`config.mk`:
```
export PLATFORM = sky130hd
export DESIGN_NAME = mod_n_digit_counter
export DESIGN_NICKNAME = d
export VERILOG_FILES = /design/src/rtl/mod_n_digit_counter.sv
export SDC_FILE = /design/constraint.sdc
export NUM_CORES = 1
export LEC_CHECK = 0
export ABC_CLOCK_PERIOD_IN_PS = 1250
export BUFFER_PORTS_ARGS = -buffer_cell sky130_fd_sc_hd__clkbuf_2
export CAP_MARGIN = 15
export CORE_MARGIN = 3
export CORE_UTILIZATION = 35
export DETAILED_ROUTE_END_ITERATION = 10
export SKIP_LAST_GASP = 1
export SLEW_MARGIN = 20
export SYNTH_ARGS = -nofsm -noshare
export SYNTH_HDL_FRONTEND = slang
export SYNTH_SLANG_ARGS = --single-unit
```
`constraint.sdc`:
```
create_clock -name clk -period 1.25 [get_ports clk]
set_input_delay 0.125 -clock clk [delete_from_list [all_inputs] [get_ports clk]]
set_output_delay 0.125 -clock clk [all_outputs]
set_load 0.1 [all_outputs]
```
`src/rtl/mod_n_digit_counter.sv`:
```
// mod_n_digit_counter
//   One decimal/sexagesimal digit of a stopwatch datapath. Counts up or down
//   modulo MODULUS on a single clock; digits cascade through cnt_en/carry_out
//   rather than through derived clocks.
//
//   Optional build macro: MNDC_CARRY_REG_EN
//     undefined : carry_out is combinational (terminal step in the same cycle),
//                 so a cascade steps in lockstep on one edge.
//     defined   : carry_out is registered, asserting the cycle after the wrap;
//                 each cascaded stage then lags by one cycle.
//
//   Handshake note: there is no valid/ready pair here. A step happens on a
//   rising edge when run & cnt_en & ~load and the requested mode matches the
//   last accepted mode; load has priority over everything and is sampled
//   every cycle.
module mod_n_digit_counter #(
    parameter int WIDTH   = 4,
    parameter int MODULUS = 10,
    parameter int RST_VAL = 0
) (
    input  logic             clk,
    input  logic             reset,
    input  logic             run,
    input  logic             cnt_en,
    input  logic             mode,
    input  logic             load,
    input  logic [WIDTH-1:0] load_value,
    output logic [WIDTH-1:0] count,
    output logic             carry_out,
    output logic             load_err,
    output logic             mode_chg
);

    localparam logic [WIDTH-1:0] MAX_V = WIDTH'(MODULUS - 1);
    localparam logic [WIDTH-1:0] RST_V = WIDTH'(RST_VAL);

    // Parameter legality, caught at elaboration
    generate
        if ((2 ** WIDTH) < MODULUS) begin : g_err_width
            $error("mod_n_digit_counter: WIDTH too small for MODULUS");
        end
        if (MODULUS < 2) begin : g_err_modulus
            $error("mod_n_digit_counter: MODULUS must be >= 2");
        end
        if ((RST_VAL < 0) || (RST_VAL > MODULUS - 1)) begin : g_err_rst
            $error("mod_n_digit_counter: RST_VAL out of range");
        end
    endgenerate

    logic             mode_q;
    logic [WIDTH-1:0] count_d;
    logic             mode_d;
    logic             load_err_d;
    logic             mode_chg_d;
    logic             load_ok;
    logic             step;
    logic             term;

    // Step qualification and terminal-count detection
    always_comb begin
        load_ok = (load_value <= MAX_V);
        step    = run & cnt_en & ~load & (mode == mode_q);
        term    = step & (mode_q ? (count == MAX_V) : (count == '0));
    end

    // State register: count, accepted mode and the two status pulses
    always_ff @(posedge clk or negedge reset) begin
        if (!reset) begin
            count    <= RST_V;
            mode_q   <= 1'b1;
            load_err <= 1'b0;
            mode_chg <= 1'b0;
        end else begin
            count    <= count_d;
            mode_q   <= mode_d;
            load_err <= load_err_d;
            mode_chg <= mode_chg_d;
        end
    end

    // Next-state: load, then mode-change hold, then up/down step with explicit wrap
    always_comb begin
        count_d    = count;
        mode_d     = mode_q;
        load_err_d = 1'b0;
        mode_chg_d = 1'b0;
        if (load) begin
            // A load also absorbs any pending mode change, so no hold cycle follows
            mode_d = mode;
            if (load_ok) begin
                count_d = load_value;
            end else begin
                load_err_d = 1'b1;
            end
        end else if (mode != mode_q) begin
            mode_d     = mode;
            mode_chg_d = 1'b1;
        end else if (step) begin
            if (mode_q) begin
                count_d = (count == MAX_V) ? '0 : count + 1'b1;
            end else begin
                count_d = (count == '0) ? MAX_V : count - 1'b1;
            end
        end
    end

`ifdef MNDC_CARRY_REG_EN
    logic carry_q;

    // Registered carry for long cascades: asserts the cycle after the wrap
    always_ff @(posedge clk or negedge reset) begin
        if (!reset) begin
            carry_q <= 1'b0;
        end else begin
            carry_q <= term;
        end
    end

    // Output: registered carry
    always_comb begin
        carry_out = carry_q;
    end
`else
    // Output: combinational carry, same cycle as the wrapping edge
    always_comb begin
        carry_out = term;
    end
`endif

endmodule

```
==> results.md, run 1 <==
- Vias: a little over 600
- FF+latch count, synth: 7
- Top_reg_cell synth: dfrtp_1
- Post-synth ARST share: 1.00
- Leak: 0.000413 uW
- Slowest stage cell, crit path: dfstp_2
- FMAX: slightly below 600 MHz
- CP required: approximately 1.1 ns
- Hold Crit Class: in -> reg
- Endpoints failing setup: 5
- Clock Sinks: 7
- Clock period minus worst slack: roughly 1.7 ns
- Proportion of layout cells with a drive suffix above 1: 0.585
- Status: finished with violations
- Clk_lat worst skew: ~0.25 ns
- Reg2reg setup slack: -0.21 ns
- GRT overflow: 0
- Post-synth top cells: dfrtp_1, buf_2, o21ai_1
- Critical path destination: carry_out
- Post-detailed-route wirelength per cell: ~14 um
- Final layout net count: ~110
- Cell count after synthesis: between 60 and 70
- Die H: 44.9 um
- Final core occ: 0.683
- CP top delay family: flip-flops
- Initial antenna violation count: 0
- Pin count of the biggest net entering global routing: 11
- Slew Viols, Final: 0
- Top-count cell post-synth: dfrtp_1
- Critical path launch point: mode_q
- Crit path kind: reg -> out
- Biggest cell delay along the critical path: around 0.55 ns
- Synth Area per Inst: roughly 8.4 um2
- Total wire length: between 1500 and 2000 um
- WP buf/inv: 1
- Synth Warn #: 0
- Overall Global Routing Usage: 0.176
- CTS max path bufs: 2
- Starting Density: 0.387
- First-pass DRT Iterations: 4
- Layout fillers: between 100 and 150
- Critical path depth in cells: 5
- Post-synth EDFFs: 0
- Setup WS post-layout: -0.474 ns
- Root buf cell: clkbuf_4
- Placement-stage cell area: approximately 840 um2
- Total core area: ~1400 um2
- Share of the synthesized area in the top cell type: 0.284
- Post-synth net total: between 70 and 80
- Power Density: 1610 nW/um2
- Port buffer count: 16
- Rows: 13
- CTS tree: done
- Cell Area, Synth: 529 um2
- Max Fanout on Critical Path: 2
- Design area: roughly 930 um2
- RSZ-0062 raised after global routing: yes
- Hpwl dp: around 1100 um
- Worst Path Arrival: about 1.6 ns
- Vias per cell: 5.62
- Largest area contributor in the synthesized netlist: dfrtp_1
- Io pins: 17
- DRT iter0 DRCs: 8
- Critical R2R Capture: count[3]
- Fin. Hold Viols: 0
- Reg2reg path depth: 5
- Failing checks: setup timing
- Post-DRT Antenna Nets: 0
- Slew HR: 0.744
- Pwr Total: about 1500 uW
- Gpl congestion: ~0.84
- Crit start category: register
- Die W: 44.9 um
- Syn-to-layout area delta: 76.4%
- CP Capture Type: output pin
- Number of global-route vias before repair: 609
- N_diodes: 0
- Netlist cell types: 33
- Final worst path period share: 1.38
- Full die area: 2010 um2
- TritonCTS Buffers: 3
- Hold WS: approximately 0.13 ns
- Synth top area cells: dfrtp_1, dfstp_2, buf_2, o21ai_1, a21oi_1
- Sequential share of the synthesized area: 0.333
- Max rail drop VDD: between 800 and 900 uV
- DRC Markers: 0
- Reg clk slew, reported paths: roughly 0.050 ns
- Final Skew: roughly 0.0041 ns
- Crit path cell chain: xnor2_2, and4b_1, o21ai_2, nor3_4, buf_12
- # H-tree levels: 1
- Worst slew pin tran: between 0.3 and 0.4 ns
- Wire length of the first global-routing pass: between 2000 and 3000 um
- Max_cap viols: 0
- Reg-to-reg critical path startpoint: mode_q
## what timing repair did
| action | in CTS | in global routing |
|---|---|---|
| endpoints found under the setup margin | 5 | 7 |
| gates resized for setup | 4 | 5 |
| hold endpoints to repair | 7 | 0 |
| gates cloned | 0 | 0 |
| pin swaps | 6 | 4 |
| buffers inserted | 2 | 2 |
| hold buffers | 1 | 0 |
## state kept, by name, summed over array words and instances, names as in the netlist
signal,flops
mode_q,1
count,4
mode_chg,1
load_err,1
## logic make-up after synthesis
family	after synthesis	synth area share
compound gates	25	0.324
simple gates	20	0.229
buf+inv	10	0.0969
flops	7	0.333
xor+xnor	1	0.0166
## placed cells by master (no fill, tap or decap), types with 2 or more instances in the layout
| master | count |
|---|---|
| buf_4 | 17 |
| clkbuf_2 | 9 |
| buf_12 | 5 |
| a21oi_1 | 4 |
| dfrtp_4 | 4 |
| o21ai_2 | 3 |
| inv_1 | 3 |
| nor2b_1 | 3 |
| nand2_1 | 3 |
| o21ai_1 | 3 |
| clkbuf_4 | 3 |
| and3_1 | 2 |
| nor3_2 | 2 |
| nor2_1 | 2 |
| nand2b_1 | 2 |
| a31oi_1 | 2 |
| a21o_1 | 2 |
| dfrtp_1 | 2 |
| buf_6 | 2 |
## power by group
group	total, uW	internal, uW	switching (uW)
logic	958	392	565
clock network	206	122	84.6
registers	337	289	48.3
## metrics by stage
| stage | std cells | TNS (ns) | setup slack (ns) |
|---|---|---|---|
| 2_1_floorplan | 63 | -1.33 | -0.732 |
| 3_3_place_gp | 103 | -0.849 | -0.279 |
| 3_5_place_dp | 103 | -0.973 | -0.299 |
| 4_1_cts | 109 | -1.11 | -0.479 |
| 5_1_grt | 109 | -1.48 | -0.559 |
| 6_report | 109 | -1.18 | -0.474 |
## final cells by class
type | count | area, um2 | share of cell area
multi-input cells | 46 | 380 | 0.408
well taps | 15 | 18.8 | 0.0201
flip-flops and latches | 7 | 191 | 0.205
inverters | 3 | 11.3 | 0.0121
clock buffers | 4 | 26.3 | 0.0282
repair buffers | 34 | 305 | 0.327
## layer usage
metal,part of all wire,GRT usage,routed length (um)
met1,0.41,0.217,627
met2,0.50,0.284,759
met3,0.058,0.0239,88
met4,0.028,0.123,43
met5,0,0,0
## how the worst min path moves through the flow
stage	startpoint	slack (ns)	end	cells past startpoint
2_1_floorplan	reset	-0.17	load_err	0
3_3_place_gp	reset	-0.03	load_err	1
3_5_place_dp	reset	-0.03	load_err	1
4_1_cts	mode	0.12	mode_q	2
5_1_grt	mode	0.12	mode_q	2
6_report	mode	0.13	mode_q	2
## worst register-to-register path, delay by kind of cell (launching register included)
family	cells	cell delay [ns]
AND/OR/NAND/NOR	1	0.52
flip-flops	1	0.38
AO/OA/AOI/OAI	3	0.32
buffers and inverters	1	0.16
No activity file was read; power rests on OpenSTA's default activity.
==> inputs of run 2 (changes only) <==
--- a/config.mk
+++ b/config.mk
@@ -8,9 +8,9 @@
 export ABC_CLOCK_PERIOD_IN_PS = 1250
 export BUFFER_PORTS_ARGS = -buffer_cell sky130_fd_sc_hd__clkbuf_2
 export CAP_MARGIN = 15
-export CORE_MARGIN = 3
 export CORE_UTILIZATION = 35
 export DETAILED_ROUTE_END_ITERATION = 10
+export GPL_TIMING_DRIVEN = 0
 export SKIP_LAST_GASP = 1
 export SLEW_MARGIN = 20
 export SYNTH_ARGS = -nofsm -noshare
==> results.md, run 2 (synthesis gave the netlist of run 1 again) <==
- Met3 usage: 0.0652
- Most flop-heavy register: count
- Starting Density: 0.392
- Reg clk slew, reported paths: around 0.050 ns
- Register share of total power: 0.226
- Hold Path Depth: 2
- Setup WS post-layout: -0.537 ns
- Slew HR: 0.642
- Root buf cell: clkbuf_4
- Vias: approximately 600
- Failing checks: setup timing
- FMAX: 559 MHz
- Proportion of layout cells with a drive suffix above 1: 0.611
- Hpwl dp: 898 um
- RSZ-0062 raised after global routing: yes
- Max_cap viols: 0
- Pin count of the biggest net entering global routing: 11
- FF+latch area: 191 um2
- Reg2reg setup slack: -0.32 ns
- GRT overflow: 0
- Io pins: 17
- Post-detailed-route wirelength per cell: around 14 um
- CP required: ~1.1 ns
- Rows: 13
- Hold path start: mode
- Status: finished with violations
- # H-tree levels: 1
- Leak: 0.000410 uW
- Reg-to-reg critical path startpoint: mode_q
- Clock power share: 0.141
- Total core area: between 1000 and 1500 um2
- Area occupied by multi-input gates: between 400 and 500 um2
- Worst Path Arrival: roughly 1.7 ns
- P_sw: roughly 710 uW
- P_int: 728 uW
- Crit path kind: reg -> out
- First-pass DRT Iterations: 4
- Die H: 40.9 um
- Final worst path period share: 1.43
- Syn-to-layout area delta: 76.1%
- Slew Viols, Final: 0
- Port buffer count: 16
- Crit start category: register
- Final non-filler cell total: between 100 and 150
- Setup TNS: -1.64 ns
- Most common cell after layout, fill and taps aside: clkbuf_2
- Max reg flops: 4
- N_diodes: 0
- Critical R2R Capture: count[2]
- Die W: about 41 um
- Pwr Total: about 1400 uW
- Overall Global Routing Usage: 0.201
- Hold Path Sink: mode_q
- Clock Sinks: 7
- Clock period minus worst slack: approximately 1.8 ns
- Placed insts: 94
- Initial antenna violation count: 0
- CTS max path bufs: 2
- Design area: slightly above 900 um2
- Reg2reg path depth: 7
- Final Skew: 0.00658 ns
- Max Fanout on Critical Path: 3
- CP Capture Type: output pin
- DRC Markers: 0
- Full die area: 1670 um2
- Final layout net count: around 110
- Power Density: 1550 nW/um2
- Place WS: -0.612 ns
- CTS tree: done
- Clk_lat worst skew: approximately 0.25 ns
- Most frequent cells in the layout: clkbuf_2, buf_4, buf_6
- Layout fillers: 120
- Total wire length: approximately 1500 um
- Worst slew pin tran: about 0.54 ns
- Gpl congestion: ~0.73
- Vias per cell: 5.46
- DRT iter0 DRCs: 13
- Met2 Use GR: 0.328
- Grt met1 use: 0.242
- Wire length of the first global-routing pass: 2080 um
- Fin. Hold Viols: 0
- Max rail drop VDD: around 1400 uV
- Sw Share: 0.495
- Endpoints failing setup: 6
- TritonCTS Buffers: 3
- Combinational share of power: 0.632
- Post-DRT Antenna Nets: 0
- Hold Crit Class: in -> reg
- Number of global-route vias before repair: about 480
- GR peak layer: met2
- Placement-stage cell area: between 600 and 700 um2
==> run 2: area by class of cell <==
type                    instances  area share
multi-input cells              46       0.442
repair buffers                 28       0.223
flip-flops and latches          7       0.205
well taps                      15      0.0201
plain buffers                   7      0.0698
clock buffers                   4      0.0282
inverters                       3      0.0121
==> run 2: stage by stage <==
| step | utilization | hold WS [ns] |
|---|---|---|
| 2_1_floorplan | - | -0.171 |
| 3_3_place_gp | 0.516 | -0.0366 |
| 3_5_place_dp | 0.516 | -0.0342 |
| 4_1_cts | 0.589 | 0.0706 |
| 5_1_grt | 0.690 | 0.0869 |
| 6_report | 0.690 | 0.0785 |
==> run 2: metal layers <==
metal | vias up | share of wire
met4 | 0 | 0.0094
met3 | 2 | 0.044
met5 | - | 0
met2 | 18 | 0.52
li1 | 296 | -
met1 | 285 | 0.43
==> run 2: worst max-delay path: stages (launching register included) <==
cell and delay [ns]:
dfstp_2 0.57, xnor2_2 0.13, and4b_2 0.27, o21ai_2 0.08
nor3_4 0.14, clkbuf_16 0.22
==> run 2: worst max-delay path by stage <==
stage / startpoint / endpoint / depth (start not counted)
2_1_floorplan: count[3] / carry_out / 4
3_3_place_gp: mode_q / carry_out / 5
3_5_place_dp: mode_q / carry_out / 5
4_1_cts: mode_q / carry_out / 5
5_1_grt: mode_q / carry_out / 5
6_report: mode_q / carry_out / 5
==> run 2: power by group through the flow <==
stage	logic (uW)	clock network [uW]	registers [uW]
finish	911	204	327
global route	963	218	331
CTS	764	211	333
detailed placement	728	0	338
global placement	728	0	337
floorplan	340	0	608
==> run 2: what timing repair did <==
item                                    4_1_cts  5_1_grt
hold buffers                                  1        0
endpoints found under the setup margin        8        6
buffers inserted                              3        8
endpoints found under the hold margin         7        0
gates resized for setup                       8       15
pin swaps                                     3       10
==> inputs of run 3 (changes only) <==
--- a/config.mk
+++ b/config.mk
@@ -8,9 +8,12 @@
 export ABC_CLOCK_PERIOD_IN_PS = 1250
 export BUFFER_PORTS_ARGS = -buffer_cell sky130_fd_sc_hd__clkbuf_2
 export CAP_MARGIN = 15
-export CORE_UTILIZATION = 35
+export CELL_PAD_IN_SITES_DETAIL_PLACEMENT = 1
+export CELL_PAD_IN_SITES_GLOBAL_PLACEMENT = 1
+export CORE_UTILIZATION = 31
 export DETAILED_ROUTE_END_ITERATION = 10
 export GPL_TIMING_DRIVEN = 0
+export PLACE_DENSITY_LB_ADDON = 0.1
 export SKIP_LAST_GASP = 1
 export SLEW_MARGIN = 20
 export SYNTH_ARGS = -nofsm -noshare
==> results.md, run 3 (synthesis gave the netlist of run 1 again) <==
- Status: finished with violations
- Failing checks: setup timing
- Reg clk slew, reported paths: roughly 0.05 ns
- Placed insts: between 90 and 100
- CTS tree: done
- Critical R2R Capture: count[1]
- Clk_lat worst skew: about 0.26 ns
- Max_cap viols: 0
- Crit path cell chain: xnor2_4, and4b_1, o21ai_2, nor3_4, clkbuf_16
- Worst slew pin tran: 0.548 ns
- Clock period minus worst slack: about 1.8 ns
- Reg2reg path depth: 8
- Clock power share: 0.156
- Pin count of the biggest net entering global routing: 11
- Most common cell after layout, fill and taps aside: clkbuf_2
- Leak: ~0.00039 uW
- TritonCTS Buffers: 3
- Hold Path Depth: 2
- Setup WS post-layout: -0.587 ns
- Die H: roughly 43 um
- Sw Share: 0.502
- CTS max path bufs: 2
- Starting Density: 0.339
- Post-DRT Antenna Nets: 0
- Initial antenna violation count: 0
- Crit start category: register
- Final non-filler cell total: between 100 and 150
- Place WS: -0.645 ns
- Setup TNS: -1.78 ns
- Endpoints failing setup: 5
- Critical path destination: carry_out
- Clock Sinks: 7
- Slew HR: 0.637
- Reg2reg setup slack: -0.34 ns
- Total core area: roughly 1600 um2
- CP required: approximately 1.1 ns
- Register share of total power: 0.245
- Most frequent cells in the layout: clkbuf_2, buf_4, clkbuf_4
- Vias per cell: ~5.5
- CP Capture Type: output pin
- Post-detailed-route wirelength per cell: roughly 15 um
- Slowest stage cell, crit path: dfstp_2
- Syn-to-layout area delta: 64.1%
- Max rail drop VDD: about 750 uV
- Proportion of layout cells with a drive suffix above 1: 0.565
- Power Density: around 1600 nW/um2
- Reg-to-reg critical path startpoint: mode_q
- Combinational share of power: 0.599
- Worst Path Arrival: around 1.7 ns
- Max Fanout on Critical Path: 3
- Max reg flops: 4
- RSZ-0062 raised after global routing: yes
- Vias: about 590
- Root buf cell: clkbuf_4
- Final core occ: 0.557
- Die W: between 40 and 50 um
- Final worst path period share: 1.47
- Hpwl dp: between 1000 and 1500 um
- Number of global-route vias before repair: around 600
- Crit path kind: reg -> out
- Port buffer count: 16
- Final layout net count: ~100
- Rows: 14
- P_sw: 690 uW
- Hold Crit Class: in -> reg
- Overall Global Routing Usage: 0.208
- Total wire length: around 1600 um
- Final Skew: ~0.0055 ns
- DRT iter0 DRCs: 3
- Slew Viols, Final: 0
- First-pass DRT Iterations: 3
- Biggest cell delay along the critical path: between 0.5 and 0.6 ns
- Wire length of the first global-routing pass: roughly 2800 um
- Critical path launch point: mode_q
- Gpl congestion: slightly above 0.7
- GRT overflow: 0
- N_diodes: 0
- FMAX: ~540 MHz
- Io pins: 17
- Fin. Hold Viols: 0
- # H-tree levels: 1
- Full die area: 1880 um2
- DRC Markers: 0
- P_int: around 700 uW
- Most flop-heavy register: count
run 3: repair_timing:
action | in CTS | in global routing
hold buffers | 1 | 0
setup endpoints to repair | 8 | 6
gates resized for setup | 10 | 5
pin swaps | 4 | 8
setup buffers | 8 | 1
hold endpoints to repair | 7 | 0
run 3: metal layers:
metal  share of wire  wire, um  track usage  vias to the layer above
li1                -         -            -                      289
met1            0.45       733        0.264                      285
met2            0.51       833        0.342                       14
met3           0.021        35       0.0255                        4
met4           0.018        30        0.113                        0
met5               0         0            0                        -
run 3: final cells by class:
type,count,area (um2)
fillers,191,691
flip-flops and latches,7,191
well taps,16,20.0
repair buffers,25,178
inverters,3,11.3
clock buffers,4,26.3
multi-input cells,46,377
plain buffers,7,65.1
run 3: critical path, delay by kind of cell (launching register included):
| kind | cells | cell delay [ns] |
|---|---|---|
| AOI/OAI and AO/OA | 1 | 0.09 |
| buffers and inverters | 1 | 0.22 |
| DFF | 1 | 0.59 |
| xor gates and xnor gates | 1 | 0.14 |
| and+or+nand+nor | 2 | 0.41 |
run 3: worst min-delay path by stage:
stage          startpoint        to  slack, ns
3_3_place_gp        reset  mode_chg      -0.03
4_1_cts              mode    mode_q        0.1
3_5_place_dp        reset  load_err      -0.03
5_1_grt              mode    mode_q       0.11
6_report             mode    mode_q       0.10
2_1_floorplan       reset  load_err      -0.17
run 3: per-stage QoR:
stage	power [uW]	hold WS, ns	area, um2
2_1_floorplan	947	-0.171	598
4_1_cts	1350	0.0973	843
3_5_place_dp	1080	-0.0265	698
5_1_grt	1460	0.110	868
3_3_place_gp	1070	-0.0348	698
6_report	1370	0.101	868
run 3: power by group through the flow:
stage	combinational, uW	clock [uW]	sequential (uW)
floorplan	340	0	608
global placement	730	0	339
detailed placement	742	0	343
CTS	793	217	339
global route	880	233	343
finish	823	214	336
